==> config.mk <==
export PLATFORM = sky130hd
export DESIGN_NAME = serial_addsub_n
export DESIGN_NICKNAME = d
export VERILOG_FILES = /design/src/rtl/serial_addsub_n_pkg.sv /design/src/rtl/serial_addsub_n_digit_adder.sv /design/src/rtl/serial_addsub_n.sv
export SDC_FILE = /design/constraint.sdc
export NUM_CORES = 1
export LEC_CHECK = 0
export BUFFER_PORTS_ARGS = -buffer_cell sky130_fd_sc_hd__buf_2
export CAP_MARGIN = 30
export CORE_MARGIN = 2
export CORE_UTILIZATION = 50
export DETAILED_ROUTE_END_ITERATION = 8
export PLACE_DENSITY = 0.81
export SLEW_MARGIN = 20
export SYNTH_ARGS = -nofsm -noshare
export SYNTH_HDL_FRONTEND = slang
export SYNTH_SLANG_ARGS = --single-unit
==> constraint.sdc <==
create_clock -name clk -period 2.8 [get_ports clk]
set_clock_uncertainty 0.15 [all_clocks]
set_input_delay 0.56 -clock clk [delete_from_list [all_inputs] [get_ports clk]]
set_output_delay 0.56 -clock clk [all_outputs]
set_load 0.03 [all_outputs]
==> src/rtl/serial_addsub_n_pkg.sv <==
// Shared definitions for the digit-serial adder/subtractor: FSM state
// encodings, operation codes and the single-bit full-adder helper.
package serial_addsub_n_pkg;

    typedef enum logic [1:0] {
        ST_IDLE = 2'd0,
        ST_RUN  = 2'd1,
        ST_DONE = 2'd2
    } state_e;

    localparam logic OP_ADD = 1'b0;
    localparam logic OP_SUB = 1'b1;

    // One full-adder cell; returns {carry_out, sum}.
    function automatic logic [1:0] full_add(input logic x, input logic y, input logic c);
        full_add = {(x & y) | (x & c) | (y & c), x ^ y ^ c};
    endfunction

endpackage

==> src/rtl/serial_addsub_n_digit_adder.sv <==
// Combinational DIGIT-bit ripple adder. Besides the carry-out it exposes the
// carry into the top bit so the caller can derive signed overflow.
module digit_adder
    import serial_addsub_n_pkg::*;
#(
    parameter int DIGIT = 1
) (
    input  logic [DIGIT-1:0] x,
    input  logic [DIGIT-1:0] y,
    input  logic             ci,
    output logic [DIGIT-1:0] s,
    output logic             co,
    output logic             c_msb
);

    logic       carry_s;
    logic [1:0] fa_s;

    // Ripple the carry through DIGIT full-adder cells, remembering the carry
    // that enters the most significant cell.
    always_comb begin
        carry_s = ci;
        fa_s    = 2'b00;
        s       = '0;
        c_msb   = ci;
        for (int i = 0; i < DIGIT; i++) begin
            c_msb   = carry_s;
            fa_s    = full_add(x[i], y[i], carry_s);
            s[i]    = fa_s[0];
            carry_s = fa_s[1];
        end
        co = carry_s;
    end

endmodule

==> src/rtl/serial_addsub_n.sv <==
// Digit-serial adder/subtractor. Operands arrive over a valid/ready handshake,
// are consumed DIGIT bits per clock LSB first, and the result (sum, carry-out,
// signed overflow) is offered over a second valid/ready handshake.
module serial_addsub_n
    import serial_addsub_n_pkg::*;
#(
    parameter int WIDTH = 8,
    parameter int DIGIT = 1
) (
    input  logic             clk,
    input  logic             rst_n,
    input  logic             in_valid,
    output logic             in_ready,
    input  logic [WIDTH-1:0] a,
    input  logic [WIDTH-1:0] b,
    input  logic             op,
    input  logic             cin,
    output logic             out_valid,
    input  logic             out_ready,
    output logic [WIDTH-1:0] sum,
    output logic             cout,
    output logic             ovf,
    output logic             busy
);

    localparam int DIGIT_SAFE = (DIGIT < 1) ? 1 : DIGIT;
    localparam int STEPS      = WIDTH / DIGIT_SAFE;
    localparam int CNT_W      = $clog2(STEPS + 1);
    localparam logic [CNT_W-1:0] LAST_CNT = CNT_W'(STEPS - 1);

    // A digit that does not tile the operand exactly has no meaningful schedule.
    if ((WIDTH < 1) || (DIGIT < 1) || ((WIDTH % DIGIT_SAFE) != 0)) begin : g_param_check
        $error("serial_addsub_n: WIDTH must be >= 1 and a multiple of DIGIT");
    end

    state_e           state_r;
    logic [WIDTH-1:0] a_r;
    logic [WIDTH-1:0] b_r;
    logic             carry_r;
    logic [CNT_W-1:0] cnt_r;
    logic [WIDTH-1:0] sum_r;
    logic             cout_r;
    logic             ovf_r;
    logic             out_valid_r;
    logic             busy_r;

    logic [DIGIT-1:0] dsum_s;
    logic             dco_s;
    logic             dmsb_s;
    logic [WIDTH-1:0] acc_next_s;

    digit_adder #(.DIGIT(DIGIT)) u_digit (
        .x     (a_r[DIGIT-1:0]),
        .y     (b_r[DIGIT-1:0]),
        .ci    (carry_r),
        .s     (dsum_s),
        .co    (dco_s),
        .c_msb (dmsb_s)
    );

    // Result assembly: each new digit enters at the top and earlier digits
    // move down, so after the last step the word is in natural order.
    if (DIGIT < WIDTH) begin : g_acc
        logic [WIDTH-DIGIT-1:0] acc_r;

        assign acc_next_s = {dsum_s, acc_r};

        // Partial-result shift register, advanced only while running.
        always_ff @(posedge clk or negedge rst_n) begin
            if (!rst_n) begin
                acc_r <= '0;
            end else if (state_r == ST_RUN) begin
                acc_r <= acc_next_s[WIDTH-1:DIGIT];
            end else begin
                acc_r <= acc_r;
            end
        end
    end else begin : g_single
        assign acc_next_s = dsum_s;
    end

    assign in_ready  = (state_r == ST_IDLE);
    assign out_valid = out_valid_r;
    assign busy      = busy_r;
    assign sum       = sum_r;
    assign cout      = cout_r;
    assign ovf       = ovf_r;

    // Control FSM with operand shift registers, step counter and result registers.
    always_ff @(posedge clk or negedge rst_n) begin
        if (!rst_n) begin
            state_r     <= ST_IDLE;
            a_r         <= '0;
            b_r         <= '0;
            carry_r     <= 1'b0;
            cnt_r       <= '0;
            sum_r       <= '0;
            cout_r      <= 1'b0;
            ovf_r       <= 1'b0;
            out_valid_r <= 1'b0;
            busy_r      <= 1'b0;
        end else begin
            case (state_r)
                ST_IDLE: begin
                    if (in_valid) begin
                        // Subtraction is A + ~B + 1; the incoming cin is ignored then.
                        a_r     <= a;
                        b_r     <= (op == OP_SUB) ? ~b : b;
                        carry_r <= (op == OP_ADD) ? cin : 1'b1;
                        cnt_r   <= '0;
                        busy_r  <= 1'b1;
                        state_r <= ST_RUN;
                    end else begin
                        state_r <= ST_IDLE;
                    end
                end
                ST_RUN: begin
                    a_r     <= a_r >> DIGIT;
                    b_r     <= b_r >> DIGIT;
                    carry_r <= dco_s;
                    cnt_r   <= cnt_r + CNT_W'(1);
                    if (cnt_r == LAST_CNT) begin
                        sum_r       <= acc_next_s;
                        cout_r      <= dco_s;
                        ovf_r       <= dmsb_s ^ dco_s;
                        out_valid_r <= 1'b1;
                        state_r     <= ST_DONE;
                    end else begin
                        state_r <= ST_RUN;
                    end
                end
                ST_DONE: begin
                    if (out_ready) begin
                        out_valid_r <= 1'b0;
                        busy_r      <= 1'b0;
                        state_r     <= ST_IDLE;
                    end else begin
                        state_r <= ST_DONE;
                    end
                end
                default: begin
                    out_valid_r <= 1'b0;
                    busy_r      <= 1'b0;
                    state_r     <= ST_IDLE;
                end
            endcase
        end
    end

endmodule

# --- After elaboration in Yosys (flattened, before gate mapping) ---
# Index checks and enable logic that the tools add are counted.
# W data, S select, Z words.
totals:
  ff_bits: 42
  input_bits: 22
  out_inout_bits: 13
  elab_cells: 54
op_classes:
  addsub: 1
  n_eq_ne: 6
  muxes: 19
  bitwise: 11
  n_reduce_logical: 6
ops:
  columns: ["operator", "count"]
  rows:
  - ["$pmux W8 S2", 2]
  - ["$mux W8", 3]
  - ["$not A8 Y8", 1]
  - ["$pmux W4 S2", 1]
  - ["$mux W1", 6]
  - ["$pmux W1 S3", 2]
  - ["$pmux W2 S3", 1]
  - ["$reduce_and A3 Y1", 2]
  - ["$add A4 B1 Y4 const B", 1]
  - ["$eq A4 B3 Y1 const B", 1]
  - ["$mux W2", 2]
  - ["$mux W4", 1]
  - ["$ne A2 B2 Y1 const B", 2]
  - ["$reduce_and A2 Y1", 2]
  - ["$and A1 B1 Y1", 3]
  - ["$xor A1 B1 Y1", 3]
  - ["$eq A2 B1 Y1 const B", 1]
  - ["$eq A2 B2 Y1 const B", 1]
  - ["$logic_not A2 Y1", 1]
  - ["$ne A2 B1 Y1 const B", 1]
  - ["$not A1 Y1", 2]
  - ["$or A1 B1 Y1", 2]
  - ["$pmux W1 S2", 1]
  - ["$reduce_bool A2 Y1", 1]

# --- Logic depth before layout (Yosys ltp) ---
logic_depth:
  depth_word: 4
  ltp_mapped: 6
  ltp_nobuf: 4

# --- Hierarchy ---
# A second synthesis with hierarchy kept.
unflattened:
  hier_cells: 164
  area_unflattened_um2: 1940.6
by_module_without_submodules:
  columns: ["mod", "n_inst", "cells_each", "area_each_um2", "seq_area_each_um2"]
  rows:
  - ["serial_addsub_n", 1, 162, 1913.1, 1051.0]
  - ["digit_adder", 1, 2, 27.5, 0.0]

# --- Worst setup path after synthesis ---
# Ideal clock, no wire load.
synth_path:
  kind: "reg2out"
  from: "register state_r[0]"
  to: "output port in_ready"
  arrival_time_ns: 1.306
  t_required_ns: 2.090
  setup_slack_ns: 0.784
  stages_incl_launch_ff: 5
  path_buffers: 3
  cell_sequence: "dfrtp_1 > buf_2 > clkbuf_1 > clkbuf_1 > nor2_1"
synth_via:
  elab_chain_len: 1
synth_rtl:
  columns: ["element", "line_no", "source"]
  rows:
  - ["start: declaration", "serial_addsub_n.sv:36", "state_e state_r;"]
  - ["start signal: assignment", "serial_addsub_n.sv:92", "state_r <= ST_IDLE;"]
  - ["start signal: assignment", "serial_addsub_n.sv:112", "state_r <= ST_RUN;"]
  - ["start signal: assignment", "serial_addsub_n.sv:114", "state_r <= ST_IDLE;"]
  - ["$logic_not A2 Y1", "serial_addsub_n.sv:82", "assign in_ready = (state_r == ST_IDLE);"]
  - ["end: declaration", "serial_addsub_n.sv:13", "output logic in_ready,"]
# No other way between the ends.

# --- Final worst setup path ---
layout_path:
  from: "register state_r[0]"
  to: "register b_r[0]"
layout_via:
  elab_chain_len: 3
  word_cells_on_any_way: 6
  cone_classes: "eq/ne: 2; mux: 1; reduce/logical: 3"
layout_rtl:
  columns: ["element", "line_no", "source"]
  rows:
  - ["$eq A2 B1 Y1 or $logic_not A2 Y1 (tied branches)", "serial_addsub_n.sv:103", "case (state_r)"]
  - ["$reduce_bool A2 Y1 (no source line) or $ne A2 B2 Y1 (tied branches)", null, null]
  - ["$reduce_and A2 Y1 (no source line)", null, null]
  - ["end signal: assignment", "serial_addsub_n.sv:108", "b_r <= (op == OP_SUB) ? ~b : b;"]
  - ["end signal: assignment", "serial_addsub_n.sv:119", "b_r <= b_r >> DIGIT;"]
  - ["end: declaration", "serial_addsub_n.sv:38", "logic [WIDTH-1:0] b_r;"]
# Parallel ways exist; a longest one is shown, timed or not.
# A chain may end at the register's enable or synchronous reset.

==> metrics <==
final core utilization 58.6%; CP most frequent cell buf_4; endpoints failing hold 0; total number of vias 1520; ys flop type dfrtp_1; hold crit path type input pin to async pin; pwr dens 1020 nW/um^2; commonest non-fill, non-tap cells in the layout dfrtp_1 (42), buf_2 (34), nand2_1 (27); Avg Cell Area, Syn 10.6 um^2; IO Pins 35; nets@finish 244; critical path class flip-flop to flip-flop; cells along the critical path buf_4 > nor2b_1 > buf_4 > a22oi_1 > o211ai_1; post_cts resized 0; Fillers 312; WL per Instance 14.0 um; clock root buffer clkbuf_8; fraction of layout instances using a drive strength above 1 26.7%; Worst Path Buf+Inv 2; die area 4560 um^2; diode count 0; Placer Congestion 0.722; Skew-Pair Late Insertion Delay 0.30 ns; Synth Net Count 214; initial antenna violation count 0; area of the mapped netlist 2020 um^2; post-layout min period 2.00 ns; Yosys top cell area share 52.1%; DRC viols 0; Clock Pin Slew Worst Setup and Hold Paths 0.08 ns; IR Drop Worst-Case VDD 0.000664 V; critical path's slowest cell dfrtp_1; CTS buffer count 5; first-pass GRT wire length 6230 um; Synth cell types 31; grt ovf 0; core area 3940 um^2; dominant cell type by area after synthesis dfrtp_1; initial core utilization 51.2%; Post-Route WL 3780 um; H-tree Lvls 2; Mapped Cells 190; Tot GR Track Use 18.7%; clk buf depth 2; die width 67.5 um; RSZ-0062 raised after global routing no; endpoints failing setup 0; TritonCTS clock tree yes; worst slew pin tran 0.781 ns; Vias/cell 5.61; First DRT Iteration DRCs 60; status finished clean; largest net degree at the start of global routing 43; share of synthesized registers carrying an async set or reset 100%; Worst path top cell family by delay buffers and inverters; Worst Setup Start Kind flip-flop; CP arrival 2.07 ns; Synth warnings 0; setup TNS 0 ns; LEAKAGE 1.09 nW; number of synthesized flops with an enable pin 0; Crit path required time 2.87 ns; CP Capture Type flip-flop; Post-DP HPWL 2450 um; # clock sinks 42; post-CTS setup buffers 0; area delta synth->final 14.4%; Rel. slew slack 47.8%; CP peak stage delay 0.57 ns; drt pass-1 iters 4; # hold bufs at CTS 0; Std-Cell Rows 23; Final Cycle Share 71.3%; Max Fclk 501 MHz; final antenna-violating net count 0; most common cell after layout, fill and taps aside dfrtp_1; max-slew violation count 0; Synth area leaders dfrtp_1 (52%), mux2_2 (5.6%), nand2_1 (5.0%); die height 67.5 um; vias in the first global route 1362; sequential share of the synthesized area 52.1%; MaxCap Viol Count 0; crit path max fanout 18; #FFs+latches synth 42; Port Buffer Count 34
## area by class of cell
type,instances,area (um^2),share of cell area [%]
timing repair buffer,38,220,9.54
clock buffer,6,82.6,3.58
multi-input combinational,125,850,36.8
tap,50,62.6,2.71
sequential,42,1050,45.5
clock inverter,2,12.5,0.542
inverter,8,30.0,1.30
## cells by family (layout without fill, tap and decap cells)
logic type / Yosys count / count (layout) / share of synthesized area (%)
xor gates and xnor gates: 9 / 9 / 3.91
and+or+nand+nor: 50 / 50 / 12.5
adders and majority gates: 2 / 2 / 1.61
muxes: 11 / 11 / 6.08
AOI/OAI and AO/OA: 53 / 53 / 18.0
buffers and inverters: 23 / 54 / 5.83
DFF: 42 / 42 / 52.1
## registers in the layout, indices dropped and copies added (netlist names)
register     count
cout             1
sum              8
state_r          2
carry_r          1
out_valid        1
ovf              1
g_acc.acc_r      7
b_r              8
busy             1
a_r              8
cnt_r            4
## routing by layer
metal / GRT usage, % / share of wire, % / wire length, um
met1: 25.2 / 45 / 1700
met2: 27.3 / 47 / 1790
met3: 3.50 / 4.1 / 155
met4: 12.5 / 3.7 / 140
met5: 0 / 0 / 0
## through the flow
stage	cell area [um^2]	setup WS, ns	hold WS (ns)	cells	total power [mW]
global placement	2190	0.765	0.311	262	1.93
detailed placement	2190	0.600	0.315	262	1.96
CTS	2280	0.810	0.278	270	2.37
global route	2310	0.657	0.0642	271	2.54
finish	2310	0.803	0.0458	271	2.36
floorplan	2020	0.784	0.114	190	1.74
## path summary, 6_finish.rpt
check	slack, ns	cells after the start	startpoint	endpoint
setup / recovery	0.80	5	state_r[0]$_DFF_PN0_	b_r[0]$_DFFE_PN0P_
hold / removal	0.05	1	rst_n	a_r[2]$_DFFE_PN0P_
setup reg to reg	0.80	5	state_r[0]$_DFF_PN0_	b_r[0]$_DFFE_PN0P_
hold reg to reg	0.33	1	out_valid$_DFFE_PN0P_	out_valid$_DFFE_PN0P_
max in group asynchronous	1.98	2	rst_n	g_acc.acc_r[5]$_DFFE_PN0P_
min in group clk	0.33	1	out_valid$_DFFE_PN0P_	out_valid$_DFFE_PN0P_
## report_power, final
| part | leakage, nW | internal, mW | switching [mW] |
|---|---|---|---|
| Sequential | 0.541 | 0.851 | 0.183 |
| Combinational | 0.506 | 0.382 | 0.535 |
| Clock | 0.0472 | 0.198 | 0.212 |
## Yosys cell counts (4+ instances only)
cell / number
nand2_1: 27
dfrtp_1: 42
a22oi_1: 9
inv_1: 8
buf_2: 7
a221o_1: 6
o32ai_1: 6
nor2_1: 4
o21ai_0: 12
xnor2_1: 7
a21oi_1: 12
clkbuf_1: 5
mux2_2: 10
nor2b_1: 12
Power figures use the tool's default switching activity.
